===== src/rtl/tlb_ptw.sv =====
// tlb_ptw: single-outstanding radix page-table walker feeding the TLB fill path.
// Ports:
//   clk, rst_n                      clock, asynchronous active-low reset
//   req_valid/req_ready             miss request handshake
//   req_va, req_pcid                missing virtual address and its pcid
//   root_base                       root table base, sampled at acceptance (low SPAGE bits ignored)
//   mem_req_valid/mem_req_ready     PTE read request handshake, mem_addr is the PTE address
//   mem_resp_valid, mem_resp_data   PTE read data (taken only while waiting for it)
//   resp_valid/resp_ready           walk result handshake
//   resp_pa, resp_pcid, resp_fault  translated address (0 on fault), pcid, fault flag
module tlb_ptw #(
  parameter int SADDR  = 64,
  parameter int SPAGE  = 12,
  parameter int SPCID  = 12,
  parameter int LEVELS = 3,
  parameter int VPN_W  = 9
) (
  input  logic             clk,
  input  logic             rst_n,
  input  logic             req_valid,
  output logic             req_ready,
  input  logic [SADDR-1:0] req_va,
  input  logic [SPCID-1:0] req_pcid,
  input  logic [SADDR-1:0] root_base,
  output logic             mem_req_valid,
  input  logic             mem_req_ready,
  output logic [SADDR-1:0] mem_addr,
  input  logic             mem_resp_valid,
  input  logic [SADDR-1:0] mem_resp_data,
  output logic             resp_valid,
  input  logic             resp_ready,
  output logic [SADDR-1:0] resp_pa,
  output logic [SPCID-1:0] resp_pcid,
  output logic             resp_fault
);
  localparam int VAW = SPAGE + LEVELS * VPN_W;
  localparam int LW = LEVELS > 1 ? $clog2(LEVELS) : 1;
  localparam logic [SADDR-1:0] OFS_MASK = (SADDR'(1) << SPAGE) - SADDR'(1);
  typedef enum logic [2:0] {IDLE, ISSUE, WAIT, DONE, FAULT} state_t;
  state_t state, state_nx;
  logic [LW-1:0] level;
  logic [SADDR-1:0] va_q, base_q, pa_q, kmask, leaf_pa;
  logic [SPCID-1:0] pcid_q;
  logic [VPN_W-1:0] vpn;
  logic last, misaligned;
  // kmask covers the bits a leaf at the current level maps straight from the VA
  always_comb begin
    vpn = '0;
    kmask = OFS_MASK;
    for (int i = 0; i < LEVELS; i++)
      if (level == LW'(i)) begin
        vpn = va_q[SPAGE+(LEVELS-i)*VPN_W-1 -: VPN_W];
        kmask = (SADDR'(1) << (SPAGE + (LEVELS-1-i)*VPN_W)) - SADDR'(1);
      end
  end
  assign last = level == LW'(LEVELS-1);
  assign misaligned = |(mem_resp_data & kmask & ~OFS_MASK);
  assign leaf_pa = (mem_resp_data & ~kmask) | (va_q & kmask);
  assign mem_addr = state == ISSUE ? base_q + SADDR'({vpn, 3'b000}) : '0;
  assign req_ready = state == IDLE;
  assign mem_req_valid = state == ISSUE;
  assign resp_valid = state == DONE || state == FAULT;
  assign resp_fault = state == FAULT;
  assign resp_pa = state == DONE ? pa_q : '0;
  assign resp_pcid = pcid_q;
  always_comb begin
    state_nx = state;
    case (state)
      IDLE:    if (req_valid) state_nx = |(req_va >> VAW) ? FAULT : ISSUE;
      ISSUE:   if (mem_req_ready) state_nx = WAIT;
      WAIT:    if (mem_resp_valid)
                 state_nx = !mem_resp_data[0] ? FAULT :
                            !mem_resp_data[1] ? (last ? FAULT : ISSUE) :
                            misaligned ? FAULT : DONE;
      default: if (resp_ready) state_nx = IDLE;
    endcase
  end
  always_ff @(posedge clk or negedge rst_n)
    if (!rst_n) begin
      state <= IDLE;
      level <= '0;
      va_q <= '0;
      base_q <= '0;
      pa_q <= '0;
      pcid_q <= '0;
    end else begin
      state <= state_nx;
      if (state == IDLE && req_valid) begin
        va_q <= req_va;
        pcid_q <= req_pcid;
        base_q <= root_base & ~OFS_MASK;
        level <= '0;
      end
      if (state == WAIT && mem_resp_valid) begin
        pa_q <= leaf_pa;
        if (state_nx == ISSUE) begin
          base_q <= mem_resp_data & ~OFS_MASK;
          level <= level + LW'(1);
        end
      end
    end
endmodule


===== config.mk =====
export PLATFORM = sky130hd
export DESIGN_NAME = tlb_ptw
export DESIGN_NICKNAME = d
export VERILOG_FILES = /design/src/rtl/tlb_ptw.sv
export SDC_FILE = /design/constraint.sdc
export NUM_CORES = 1
export LEC_CHECK = 0
export BUFFER_PORTS_ARGS = -buffer_cell sky130_fd_sc_hd__buf_2
export CORE_UTILIZATION = 30
export CTS_CLUSTER_DIAMETER = 150
export CTS_CLUSTER_SIZE = 25
export DETAILED_ROUTE_END_ITERATION = 6
export SYNTH_ARGS = -nofsm -noshare
export SYNTH_HDL_FRONTEND = slang
export SYNTH_SLANG_ARGS = --single-unit

===== constraint.sdc =====
create_clock -name clk -period 3.55 [get_ports clk]
set_input_delay 0.1775 -clock clk [delete_from_list [all_inputs] [get_ports clk]]
set_output_delay 0.1775 -clock clk [all_outputs]
set_load 0.02 [all_outputs]

Word level (Yosys, flattened, before mapping)
Index checks and enable logic that the tools add are counted.
W data, S select, Z words.
Word-level totals
  register bits after elaboration: 209
  latch bits: 0
  bits in writable memories: 0
  memory bits (read-only): 0
  output and inout port bits: 144
  memories: 0
Cells by class
  add/sub/neg operators: 2
  multiply operators: 0
  div/mod/pow operators: 0
  $lt $le $gt $ge: 0
  equal/unequal tests: 7
  shift operators: 0
  multiplexer cells: 24
  bitwise logic cells: 5
  reductions and logical operators: 7
Operators with widths (number)
  $mux W64: 5
  $and A64 B64 Y64: 3
  $mux W30: 3
  $add A64 B12 Y64: 1
  $not A64 Y64: 1
  $or A64 B64 Y64: 1
  $reduce_or A52 Y1: 1
  $mux W3: 9
  $mux W9: 3
  $reduce_or A25 Y1: 1
  $pmux W3 S3: 1
  $eq A3 B1 Y1 const B: 2
  $eq A3 B2 Y1 const B: 2
  $mux W2: 3
  $eq A3 B3 Y1 const B: 1
  $logic_not A3 Y1: 1
  $add A2 B1 Y2 const B: 1
  $eq A2 B1 Y1 const B: 1
  $eq A2 B2 Y1 const B: 1
  $logic_and A1 B1 Y1: 2
  $logic_not A2 Y1: 1
  $logic_or A1 B1 Y1: 1

Logic depth before layout (Yosys ltp)
Gate-level depths: netlist of the first run.
  depth in word-level cells: 14
  depth in mapped cells: 16
  mapped depth without buffers: 13

Least setup slack after synthesis of the first run
OpenSTA, ideal clock, no wires.
  path kind: register -> output
  start point: register level[0]
  end point: output port mem_addr[12]
  data arrival time: 3820 ps
  slack: -448 ps
  stages on the path, launching flop included: 17
  buffers on the path: 4
  cell sequence: dfrtp_1 > inv_1 > ha_1 > clkbuf_1 > clkbuf_1 > nand2_1 > nor2_1 > a21oi_1 > o21ai_0 > ha_1 > nand2_1 > a21oi_1 > a211oi_1 > clkbuf_1 > clkbuf_1 > a21oi_1 > nor3b_1
On the way
  cells in the longest elaborated chain, start to end: 6
RTL lines
  start, declared: RTL line 41  | logic [LW-1:0] level;
  start signal, assigned: RTL line 98  | level <= level + LW'(1);
  $logic_not A2 Y1: RTL line 51  | if (level == LW'(i)) begin
  $mux W9 (2 in series): RTL line 51
  $mux W9 *: RTL line 51
  $add A64 B12 Y64 *: RTL line 59  | assign mem_addr = state == ISSUE ? base_q + SADDR'({vpn, 3'b000}) : '0;
  $mux W64 *: RTL line 59
  end, declared: RTL line 27  | output logic [SADDR-1:0] mem_addr,
Every way passes the cells marked *; elsewhere a longest branch is shown, timed or not.

Final worst setup path of the first run
  start point: register level[0]
  end point: output port mem_addr[49]
Same word-level chain as after synthesis.

==> results of run 1 <==
==> layout make-up <==
| cell class | instances | area share |
|---|---|---|
| Sequential cell | 184 | 0.279 |
| Tap cell | 448 | 0.0339 |
| Multi-Input combinational cell | 953 | 0.385 |
| Clock inverter | 12 | 0.00946 |
| Clock buffer | 20 | 0.0270 |
| Inverter | 19 | 0.00454 |
| Timing Repair Buffer | 558 | 0.262 |
==> cell families (layout without fill, tap and decap cells) <==
logic type | after synthesis | after routing
compound gates | 210 | 211
flops | 184 | 184
buf+inv | 103 | 609
fa+ha+maj | 13 | 13
mux | 82 | 82
simple gates | 640 | 640
xor+xnor | 7 | 7
==> per-layer routing <==
layer	track usage	vias to the layer above	wire length, µm
li1	-	5286	-
met1	0.272	5329	17100
met2	0.367	430	19600
met3	0.0462	63	2330
met4	0.0750	0	1050
met5	0	-	0
==> flip-flops by register name, summed over array words and instances, names as in the netlist <==
register   cells
base_q        64
pa_q          64
va_q          39
resp_pcid     12
state          3
level          2
==> Yosys cell counts, types with 2 or more instances <==
cell type / instances / area share
and3_1: 26 / 0.016
buf_1: 9 / 0.0033
buf_2: 2 / 0.00096
nand3_1: 32 / 0.015
or2_2: 2 / 0.0012
inv_1: 18 / 0.0065
mux2i_1: 36 / 0.035
a21o_1: 5 / 0.0036
a2111o_1: 8 / 0.0087
nand2_1: 328 / 0.12
xor2_1: 3 / 0.0025
or4_1: 23 / 0.017
and2_1: 67 / 0.040
o21a_1: 2 / 0.0014
nand2b_1: 12 / 0.0072
o21bai_1: 2 / 0.0014
a2111oi_0: 8 / 0.0068
nand4_1: 19 / 0.011
nor2_1: 101 / 0.037
o21ai_0: 23 / 0.011
o31ai_1: 22 / 0.016
nor4_1: 11 / 0.0066
a21oi_1: 71 / 0.034
a31oi_1: 54 / 0.033
a221oi_1: 2 / 0.0017
o211ai_1: 2 / 0.0014
clkbuf_1: 73 / 0.026
nor3_1: 8 / 0.0039
xnor2_1: 4 / 0.0034
nand4_2: 2 / 0.0024
a211oi_1: 6 / 0.0043
or3_1: 2 / 0.0012
dfrtp_1: 184 / 0.44
mux2_2: 46 / 0.050
ha_1: 12 / 0.014
==> worst max path at each step <==
stage	from	endpoint	slack, ns	cells past startpoint
floorplan	level[0]	mem_addr[62]	0.007	14
global placement	level[1]	mem_addr[44]	0.02	13
detailed placement	level[1]	mem_addr[46]	0.002	13
CTS	level[0]	mem_addr[26]	-0.20	14
global route	level[1]	mem_addr[46]	-0.32	15
finish	level[0]	mem_addr[49]	-0.20	14
==> cell usage in the layout (no fill, tap or decap), types with 6 or more instances in the layout <==
cell	n
nor4_1	10
o21ai_2	9
mux2i_1	33
or4_4	20
nand2_2	7
o21ai_1	9
nand3_1	29
nand2_1	320
and3_1	25
dfrtp_1	183
nor3_1	8
buf_6	39
a2111oi_4	8
nand4_1	19
a21oi_2	20
a21oi_4	20
a2111o_1	8
a21oi_1	31
dlygate4sd3_1	145
o31ai_1	11
inv_1	15
a31oi_1	54
buf_4	73
and2_1	66
nand2b_1	12
o31ai_4	6
mux2_2	46
buf_2	277
clkbuf_16	22
buf_12	12
nor2_1	95
ha_1	6
==> worst max-delay path, stage by stage (launching register included) <==
cell       delay [ns]
dfrtp_2          0.45
ha_4             0.19
buf_6            0.13
buf_6            0.13
a21oi_4          0.14
o21ai_1          0.08
ha_1             0.34
buf_6            0.12
a21o_1           0.16
a221oi_4         0.09
o21a_4           0.31
clkbuf_16        0.19
or4_4            0.43
a21oi_4          0.20
buf_6            0.14
==> where the power goes <==
group,internal (mW),switching (mW),leakage (nW)
combinational,0.758,0.841,5.05
sequential,2.47,0.426,2.38
clock,1.08,0.930,0.291
==> stage by stage <==
stage / utilization / instances
2_1_floorplan: - / 1239
3_3_place_gp: 0.379 / 1976
3_5_place_dp: 0.379 / 1976
4_1_cts: 0.463 / 2164
5_1_grt: 0.489 / 2194
6_report: 0.489 / 2194
==> repair_timing <==
| action | 4_1_cts | 5_1_grt |
|---|---|---|
| gates resized for setup | 168 | 112 |
| setup endpoints to repair | 54 | 54 |
| hold buffers | 145 | 0 |
| hold endpoints to repair | 229 | 0 |
| pin swaps | 33 | 76 |
| buffers inserted | 9 | 24 |
| gates cloned | 4 | 7 |
==> flow_metrics.env, run 1 <==
export IMPL_status="complete, but fails checks"
export IMPL_violations="negative setup slack"
export IMPL_crit_path_end_kind="output port"
export IMPL_clk_pin_slew_ns=0.08
export IMPL_required_ns=3.37
export IMPL_final_area_um2=16500
export IMPL_place_area_um2=12800
export IMPL_powerDensity_nw_per_um2=394
export IMPL_synth_xor_area_frac=0.00591
export IMPL_drcViolationCount=0
export IMPL_coreArea_um2=33800
export IMPL_hold_slack_ns=0.0327
export IMPL_drive_gt1_frac=0.363
export IMPL_synth_top_family_by_area="simple AND/OR/NAND/NOR gates"
export IMPL_startpoint_type="flop"
export IMPL_die_area_um2=35300
export IMPL_synth_simple_gate_area_frac=0.284
export IMPL_synthMuxAreaShare=0.0847
export IMPL_fmax_mhz=266
export IMPL_hp_start="root_base[35]"
export IMPL_num_vias=11100
export IMPL_fin_crit_sh=1.06
export IMPL_path_max_fanout=8
export IMPL_grt_use_total=0.217
export IMPL_syn_to_final_growth_pct=59.4
export IMPL_grt_start_max_net_pins=119
export IMPL_yosys_cell_types_count=49
export IMPL_syn_inst=1239
export IMPL_clockRootBuffer="clkbuf_16"
export IMPL_ys_ff_latch=184
export IMPL_dieWidth_um=188
export IMPL_maxSlewHeadroom=0.241
export IMPL_r2r_start="state[0]"
export IMPL_synthAdderAreaFrac=0.0164
export IMPL_detail_route_vias_per_cell=5.06
export IMPL_dr_first_iter_drc_count=654
export IMPL_wirelength_um=40100
export IMPL_worstRegToRegCells=6
export IMPL_wl_per_cell_um=18.3
export IMPL_antenna_found_initial=0
export IMPL_regArea_um2=4610
export IMPL_grt_pass1_wl_um=59800
export IMPL_n_antenna_cell=0
export IMPL_n_fill_cell=3119
export IMPL_cts_tree="done"
export IMPL_min_to="base_q[35]"
export IMPL_tns_ns=-6.42
export IMPL_cts_buffer_depth=2
export IMPL_layout_setup_ws_ns=-0.205
export IMPL_cp_data_arrival_time_ns=3.58
export IMPL_portBuffers=331
export IMPL_power_mw=6.51
export IMPL_hold_viol=0
export IMPL_num_rows=67
export IMPL_grt_overflow_total=0
export IMPL_fp_dieH_um=188
export IMPL_rsz0062_at_grt="yes"
export IMPL_synth_nets=1462
export IMPL_cts_buffers=17
export IMPL_initial_core_util=0.307
export IMPL_ys_flop_type="dfrtp_1"
export IMPL_synthArstFlopShare=1.00
export IMPL_hold_path_class="in -> reg"
export IMPL_synth_compound_area_frac=0.127
export IMPL_leakagePower_nw=7.72
export IMPL_io_pins=354
export IMPL_maxCapViolCount=0
export IMPL_setup_viol=51
export IMPL_rrSetupSlack_ns=0.44
export IMPL_ys_seq_area_frac=0.444
export IMPL_first_pass_iters=5
export IMPL_criticalPathCategory="reg -> out"
export IMPL_tightest_slew_ns=1.14
export IMPL_min_period_ns=3.75
export IMPL_dpl_hpwl_um=25700
export IMPL_place_ws_ns=0.00213
export IMPL_whs_path_depth=3
export IMPL_avgSynthCellArea_um2=8.37
export IMPL_nNetsFinal=1956
export IMPL_multiInputGateArea_um2=6360
export IMPL_skew_ns=0.0112
export IMPL_vdd_drop_max_v=0.000360
export IMPL_grt_pass1_vias=10900
export IMPL_yosysWarnings=0
export IMPL_r2r_end="base_q[36]"
export IMPL_synth_edff_count=0
export IMPL_place_congestion=0.857
export IMPL_worstSkewPairLatency_ns=0.45
export IMPL_synthesis_area_um2=10400
export IMPL_cts_htree_levels=4
export IMPL_antenna_left=0
export IMPL_final_max_slew_violation_count=0
export IMPL_cts_sinks=184
Power figures use the tool's default switching activity.
==> run 2: changes to the inputs <==
--- a/config.mk
+++ b/config.mk
@@ -10,6 +10,7 @@
 export CTS_CLUSTER_DIAMETER = 150
 export CTS_CLUSTER_SIZE = 25
 export DETAILED_ROUTE_END_ITERATION = 6
+export MAX_ROUTING_LAYER = met4
 export SYNTH_ARGS = -nofsm -noshare
 export SYNTH_HDL_FRONTEND = slang
 export SYNTH_SLANG_ARGS = --single-unit
==> constraint.sdc (replaced) <==
create_clock -name clk -period 3.35 [get_ports clk]
set_input_delay 0.1675 -clock clk [delete_from_list [all_inputs] [get_ports clk]]
set_output_delay 0.1675 -clock clk [all_outputs]
set_load 0.02 [all_outputs]
==> flow_metrics.env, run 2 (synthesis gave the netlist of run 1 again) <==
export IMPL_required_ns=3.18
export IMPL_place_congestion=0.864
export IMPL_clockRootBuffer="clkbuf_16"
export IMPL_wirelength_um=39200
export IMPL_grt_start_max_net_pins=84
export IMPL_leakagePower_nw=7.73
export IMPL_num_vias=11200
export IMPL_n_fill_cell=3139
export IMPL_cp_data_arrival_time_ns=3.61
export IMPL_final_area_um2=16400
export IMPL_first_pass_iters=5
export IMPL_cts_buffer_depth=2
export IMPL_grt_use_total=0.230
export IMPL_dr_first_iter_drc_count=639
export IMPL_die_area_um2=35300
export IMPL_top_regs="base_q: 64 flops, pa_q: 64 flops, va_q: 39 flops"
export IMPL_worst_path_most_repeated_cell="buf_4"
export IMPL_worstSkewPairLatency_ns=0.46
export IMPL_rsz0062_at_grt="yes"
export IMPL_min_to="base_q[24]"
export IMPL_skew_ns=0.0122
export IMPL_r2r_start="state[0]"
export IMPL_violations="negative setup slack"
export IMPL_num_rows=67
export IMPL_layout_common_cells="nand2_1, buf_2, dfrtp_1"
export IMPL_cts_buffers=17
export IMPL_status="complete, but fails checks"
export IMPL_layout_setup_ws_ns=-0.431
export IMPL_slowest_stage="dfrtp_2"
export IMPL_tightest_slew_ns=0.714
export IMPL_drive_gt1_frac=0.350
export IMPL_dpl_hpwl_um=26000
export IMPL_path_max_fanout=7
export IMPL_criticalPathCategory="reg -> out"
export IMPL_drcViolationCount=0
export IMPL_grt_pass1_vias=11300
export IMPL_final_max_slew_violation_count=0
export IMPL_maxSlewHeadroom=0.523
export IMPL_regArea_um2=4610
export IMPL_fp_dieH_um=188
export IMPL_grt_pass1_wl_um=61900
export IMPL_setup_viol=54
export IMPL_hold_path_class="in -> reg"
export IMPL_hp_start="mem_resp_data[24]"
export IMPL_grt_overflow_total=0
export IMPL_clk_pin_slew_ns=0.08
export IMPL_worst_path_buf_inv=6
export IMPL_antenna_found_initial=1
export IMPL_hold_slack_ns=0.0307
export IMPL_syn_to_final_growth_pct=57.7
export IMPL_worstRegToRegCells=6
export IMPL_nNetsFinal=1968
export IMPL_critical_path_top_delay_family="buffers and inverters"
export IMPL_maxCapViolCount=0
export IMPL_coreArea_um2=33800
export IMPL_detail_route_vias_per_cell=5.08
export IMPL_fmax_mhz=264
export IMPL_rrSetupSlack_ns=0.39
export IMPL_layout_commonest_cell="nand2_1"
export IMPL_place_area_um2=13000
export IMPL_wl_per_cell_um=17.7
export IMPL_whs_path_depth=3
export IMPL_worstPathCellList="ha_4 > buf_8 > buf_4 > a21oi_1 > o21ai_1 > ha_1 > nand3_2 > a211o_4 > buf_12 > buf_16 > buf_6 > a211oi_2 > mux2i_1 > buf_4"
export IMPL_startpoint_type="flop"
export IMPL_cts_htree_levels=4
export IMPL_multiInputGateArea_um2=6090
export IMPL_r2r_end="base_q[14]"
export IMPL_power_mw=6.63
export IMPL_min_period_ns=3.78
export IMPL_crit_path_end_kind="output port"
export IMPL_powerDensity_nw_per_um2=405
export IMPL_antenna_left=0
export IMPL_cts_sinks=184
export IMPL_initial_core_util=0.307
export IMPL_portBuffers=331
export IMPL_place_ws_ns=-0.136
export IMPL_hold_viol=0
export IMPL_cp_slowest_stage_delay_ns=0.46
export IMPL_fin_crit_sh=1.13
export IMPL_cts_tree="done"
export IMPL_vdd_drop_max_v=0.000360
export IMPL_dieWidth_um=188
export IMPL_io_pins=354
[run 2: worst register-to-register path, stage by stage, from the launching register on]
cell and delay (ns):
dfrtp_1 0.54, nor3_1 0.56, and2_4 0.53, buf_12 0.34, nand2_1 0.19, a31oi_1 0.18
dlygate4sd3_1 0.58
[run 2: what timing repair did]
item,CTS,global route
pin swaps,51,42
resized for setup,176,62
gates cloned,5,1
buffers inserted,15,14
setup endpoints to repair,54,54
hold buffers,149,0
endpoints found under the hold margin,214,0
[run 2: area by class of cell]
cell class / count / area share
diodes: 2 / 0.000306
clock inverters: 14 / 0.00864
repair buffers: 571 / 0.272
inverters: 19 / 0.00451
clock buffers: 18 / 0.0262
well taps: 448 / 0.0343
multi-input cells: 952 / 0.372
flip-flops and latches: 184 / 0.281
[run 2: how the worst max path moves through the flow]
stage,cells past startpoint,slack [ns],startpoint,end
6_report,14,-0.43,level[0],mem_addr[52]
5_1_grt,14,-0.57,level[0],mem_addr[52]
4_1_cts,16,-0.47,level[0],mem_addr[18]
3_5_place_dp,14,-0.14,level[0],mem_addr[18]
3_3_place_gp,14,-0.1,level[0],mem_addr[18]
2_1_floorplan,14,-0.03,level[0],mem_addr[60]
[run 2: through the flow]
stage	instances	setup TNS, ns	util
after floorplan	1239	-0.0694	-
after global placement	1995	-0.181	0.384
after detailed placement	1995	-0.667	0.384
after CTS	2191	-19.41	0.472
after global routing	2207	-25.33	0.484
final	2208	-17.44	0.484
[run 2: where the power goes]
part           internal (mW)  total [mW]  switching, mW
Clock                  0.985        1.99           1.00
Sequential              2.62        3.07          0.455
Combinational          0.750        1.57          0.818
Total                   4.35        6.63           2.27
[run 2: layer usage]
layer | vias to the layer above | share of wire | GRT usage
met1 | 5398 | 0.42 | 0.275
li1 | 5315 | - | -
met3 | 81 | 0.057 | 0.0442
met2 | 430 | 0.49 | 0.383
met4 | 0 | 0.033 | 0.0866
met5 | - | 0 | -
==> run 3: changes to the inputs <==
--- a/config.mk
+++ b/config.mk
@@ -5,6 +5,7 @@
 export SDC_FILE = /design/constraint.sdc
 export NUM_CORES = 1
 export LEC_CHECK = 0
+export ABC_AREA = 0
 export BUFFER_PORTS_ARGS = -buffer_cell sky130_fd_sc_hd__buf_2
 export CORE_UTILIZATION = 30
 export CTS_CLUSTER_DIAMETER = 150
==> constraint.sdc (replaced) <==
create_clock -name clk -period 3.35 [get_ports clk]
set_input_delay 0.1675 -clock clk [delete_from_list [all_inputs] [get_ports clk]]
set_output_delay 0.1675 -clock clk [all_outputs]
set_load 0.1 [all_outputs]
==> flow_metrics.env, run 3 (synthesis gave the netlist of run 1 again) <==
export IMPL_detail_route_vias_per_cell=4.97
export IMPL_cts_htree_levels=4
export IMPL_tightest_slew_ns=0.818
export IMPL_layout_setup_ws_ns=-0.482
export IMPL_regArea_um2=4600
export IMPL_r2r_start="state[0]"
export IMPL_maxSlewHeadroom=0.454
export IMPL_grt_overflow_total=0
export IMPL_place_congestion=0.881
export IMPL_r2r_end="base_q[20]"
export IMPL_final_cells=2223
export IMPL_first_pass_iters=5
export IMPL_cts_buffers=17
export IMPL_worst_path_most_repeated_cell="buf_4"
export IMPL_skew_ns=0.0176
export IMPL_layout_commonest_cell="nand2_1"
export IMPL_grt_use_met1=0.278
export IMPL_top_usage_layer="met2"
export IMPL_dr_first_iter_drc_count=592
export IMPL_met2_usage=0.383
export IMPL_multiInputGateArea_um2=6790
export IMPL_worstRegToRegCells=6
export IMPL_final_max_slew_violation_count=0
export IMPL_switchingPower_mw=2.65
export IMPL_layout_common_cells="nand2_1, buf_2, dfrtp_1"
export IMPL_cts_buffer_depth=2
export IMPL_startpoint_type="flop"
export IMPL_min_period_ns=3.83
export IMPL_num_vias=11100
export IMPL_cp_slowest_stage_delay_ns=0.44
export IMPL_wirelength_um=38800
export IMPL_combPwrFrac=0.272
export IMPL_tns_ns=-21.18
export IMPL_worstSetupStartpoint="level[0]"
export IMPL_power_mw=7.13
export IMPL_leakagePower_nw=8.05
export IMPL_path_max_fanout=8
export IMPL_drcViolationCount=0
export IMPL_fmax_mhz=261
export IMPL_crit_path_end_kind="output port"
export IMPL_grt_pass1_wl_um=62000
export IMPL_clockRootBuffer="clkbuf_16"
export IMPL_hold_viol=0
export IMPL_critical_path_top_delay_family="compound AO/OA/AOI/OAI gates"
export IMPL_maxCapViolCount=0
export IMPL_power_frac_clock=0.297
export IMPL_violations="negative setup slack"
export IMPL_cts_sinks=184
export IMPL_criticalPathCategory="reg -> out"
export IMPL_worst_path_buf_inv=5
export IMPL_status="complete, but fails checks"
export IMPL_portBuffers=331
export IMPL_powerDensity_nw_per_um2=402
export IMPL_cp_data_arrival_time_ns=3.66
export IMPL_grt_pass1_vias=11600
export IMPL_num_rows=67
export IMPL_placed_cells=1995
export IMPL_fp_dieH_um=188
export IMPL_switching_share=0.372
export IMPL_wl_per_cell_um=17.4
export IMPL_p_int_mw=4.48
export IMPL_dieWidth_um=188
export IMPL_required_ns=3.18
export IMPL_dpl_hpwl_um=26100
export IMPL_grt_start_max_net_pins=83
export IMPL_io_pins=354
export IMPL_die_area_um2=35300
export IMPL_rsz0062_at_grt="yes"
export IMPL_coreArea_um2=33800
export IMPL_antenna_left=0
export IMPL_top_regs="base_q: 64 flops, pa_q: 64 flops, va_q: 39 flops"
export IMPL_nNetsFinal=1981
export IMPL_crit_cells=16
export IMPL_fin_crit_sh=1.14
export IMPL_grt_use_met3=0.0460
export IMPL_setup_viol=54
export IMPL_critPathCapture="mem_addr[46]"
export IMPL_clk_pin_slew_ns=0.09
export IMPL_cts_tree="done"
export IMPL_place_ws_ns=-0.104
export IMPL_slowest_stage="dfrtp_1"
export IMPL_drive_gt1_frac=0.383
export IMPL_syn_to_final_growth_pct=71.2
export IMPL_seq_power_share=0.431
export IMPL_worstSkewPairLatency_ns=0.46
export IMPL_rrSetupSlack_ns=0.49
export IMPL_hold_path_class="in -> reg"
export IMPL_n_fill_cell=2968
export IMPL_initial_core_util=0.307
export IMPL_vdd_drop_max_v=0.000461
export IMPL_worstPathCellList="inv_2 > ha_4 > nand2_2 > nor2_1 > a21oi_2 > o21ai_2 > ha_1 > a21o_1 > nand4_1 > buf_6 > a211o_4 > buf_4 > a2111oi_4 > buf_4 > mux2i_4 > buf_12"
export IMPL_antenna_found_initial=4
export IMPL_grt_use_total=0.230
-- run 3: power by group through the flow --
stage / registers (mW) / logic (mW) / clock network (mW)
finish: 3.08 / 1.94 / 2.12
global route: 3.14 / 2.12 / 2.26
CTS: 3.07 / 1.90 / 2.17
detailed placement: 3.10 / 1.65 / 0
global placement: 3.09 / 1.62 / 0
floorplan: 3.22 / 0.905 / 0
-- run 3: how the worst min path moves through the flow --
stage,to,start,cells past startpoint
after floorplan,base_q[0],rst_n,0
after global placement,pa_q[32],rst_n,1
after detailed placement,pa_q[31],rst_n,1
after CTS,base_q[25],mem_resp_data[25],3
after global routing,base_q[18],mem_resp_data[18],3
final,base_q[12],mem_resp_data[12],3
-- run 3: what timing repair did --
item                                    4_1_cts  5_1_grt
pin swaps                                    40       22
buffers inserted                             26        7
endpoints found under the setup margin       55       55
endpoints found under the hold margin       216        0
hold buffers                                152        0
gates cloned                                  7        0
gates resized for setup                      96       23
-- run 3: metrics by stage --
stage / util / hold WS, ns / cell area (µm²)
6_report: 0.526 / 0.0314 / 17800
5_1_grt: 0.526 / 0.0149 / 17800
4_1_cts: 0.520 / 0.00306 / 17600
3_5_place_dp: 0.433 / 0.270 / 14600
3_3_place_gp: 0.433 / 0.267 / 14600
2_1_floorplan: - / -0.128 / 11500
-- run 3: per-layer routing --
| layer | share of wire | vias to the layer above | wire length [µm] |
|---|---|---|---|
| met3 | 0.054 | 48 | 2100 |
| li1 | - | 5333 | - |
| met1 | 0.43 | 5334 | 16700 |
| met5 | 0 | - | 0 |
| met2 | 0.49 | 340 | 19100 |
| met4 | 0.024 | 0 | 930 |
-- run 3: final cells by class --
cell class              count  area share
diodes                      4    0.000564
clock buffers              17      0.0240
clock inverters            15      0.0106
inverters                  19     0.00402
multi-input cells         953       0.382
flip-flops and latches    184       0.259
well taps                 448      0.0316
repair buffers            583       0.288
-- run 3: worst min-delay path, stage by stage --
cell and delay [ns]:
buf_2 0.13, nor2_1 0.11, a31oi_1 0.04
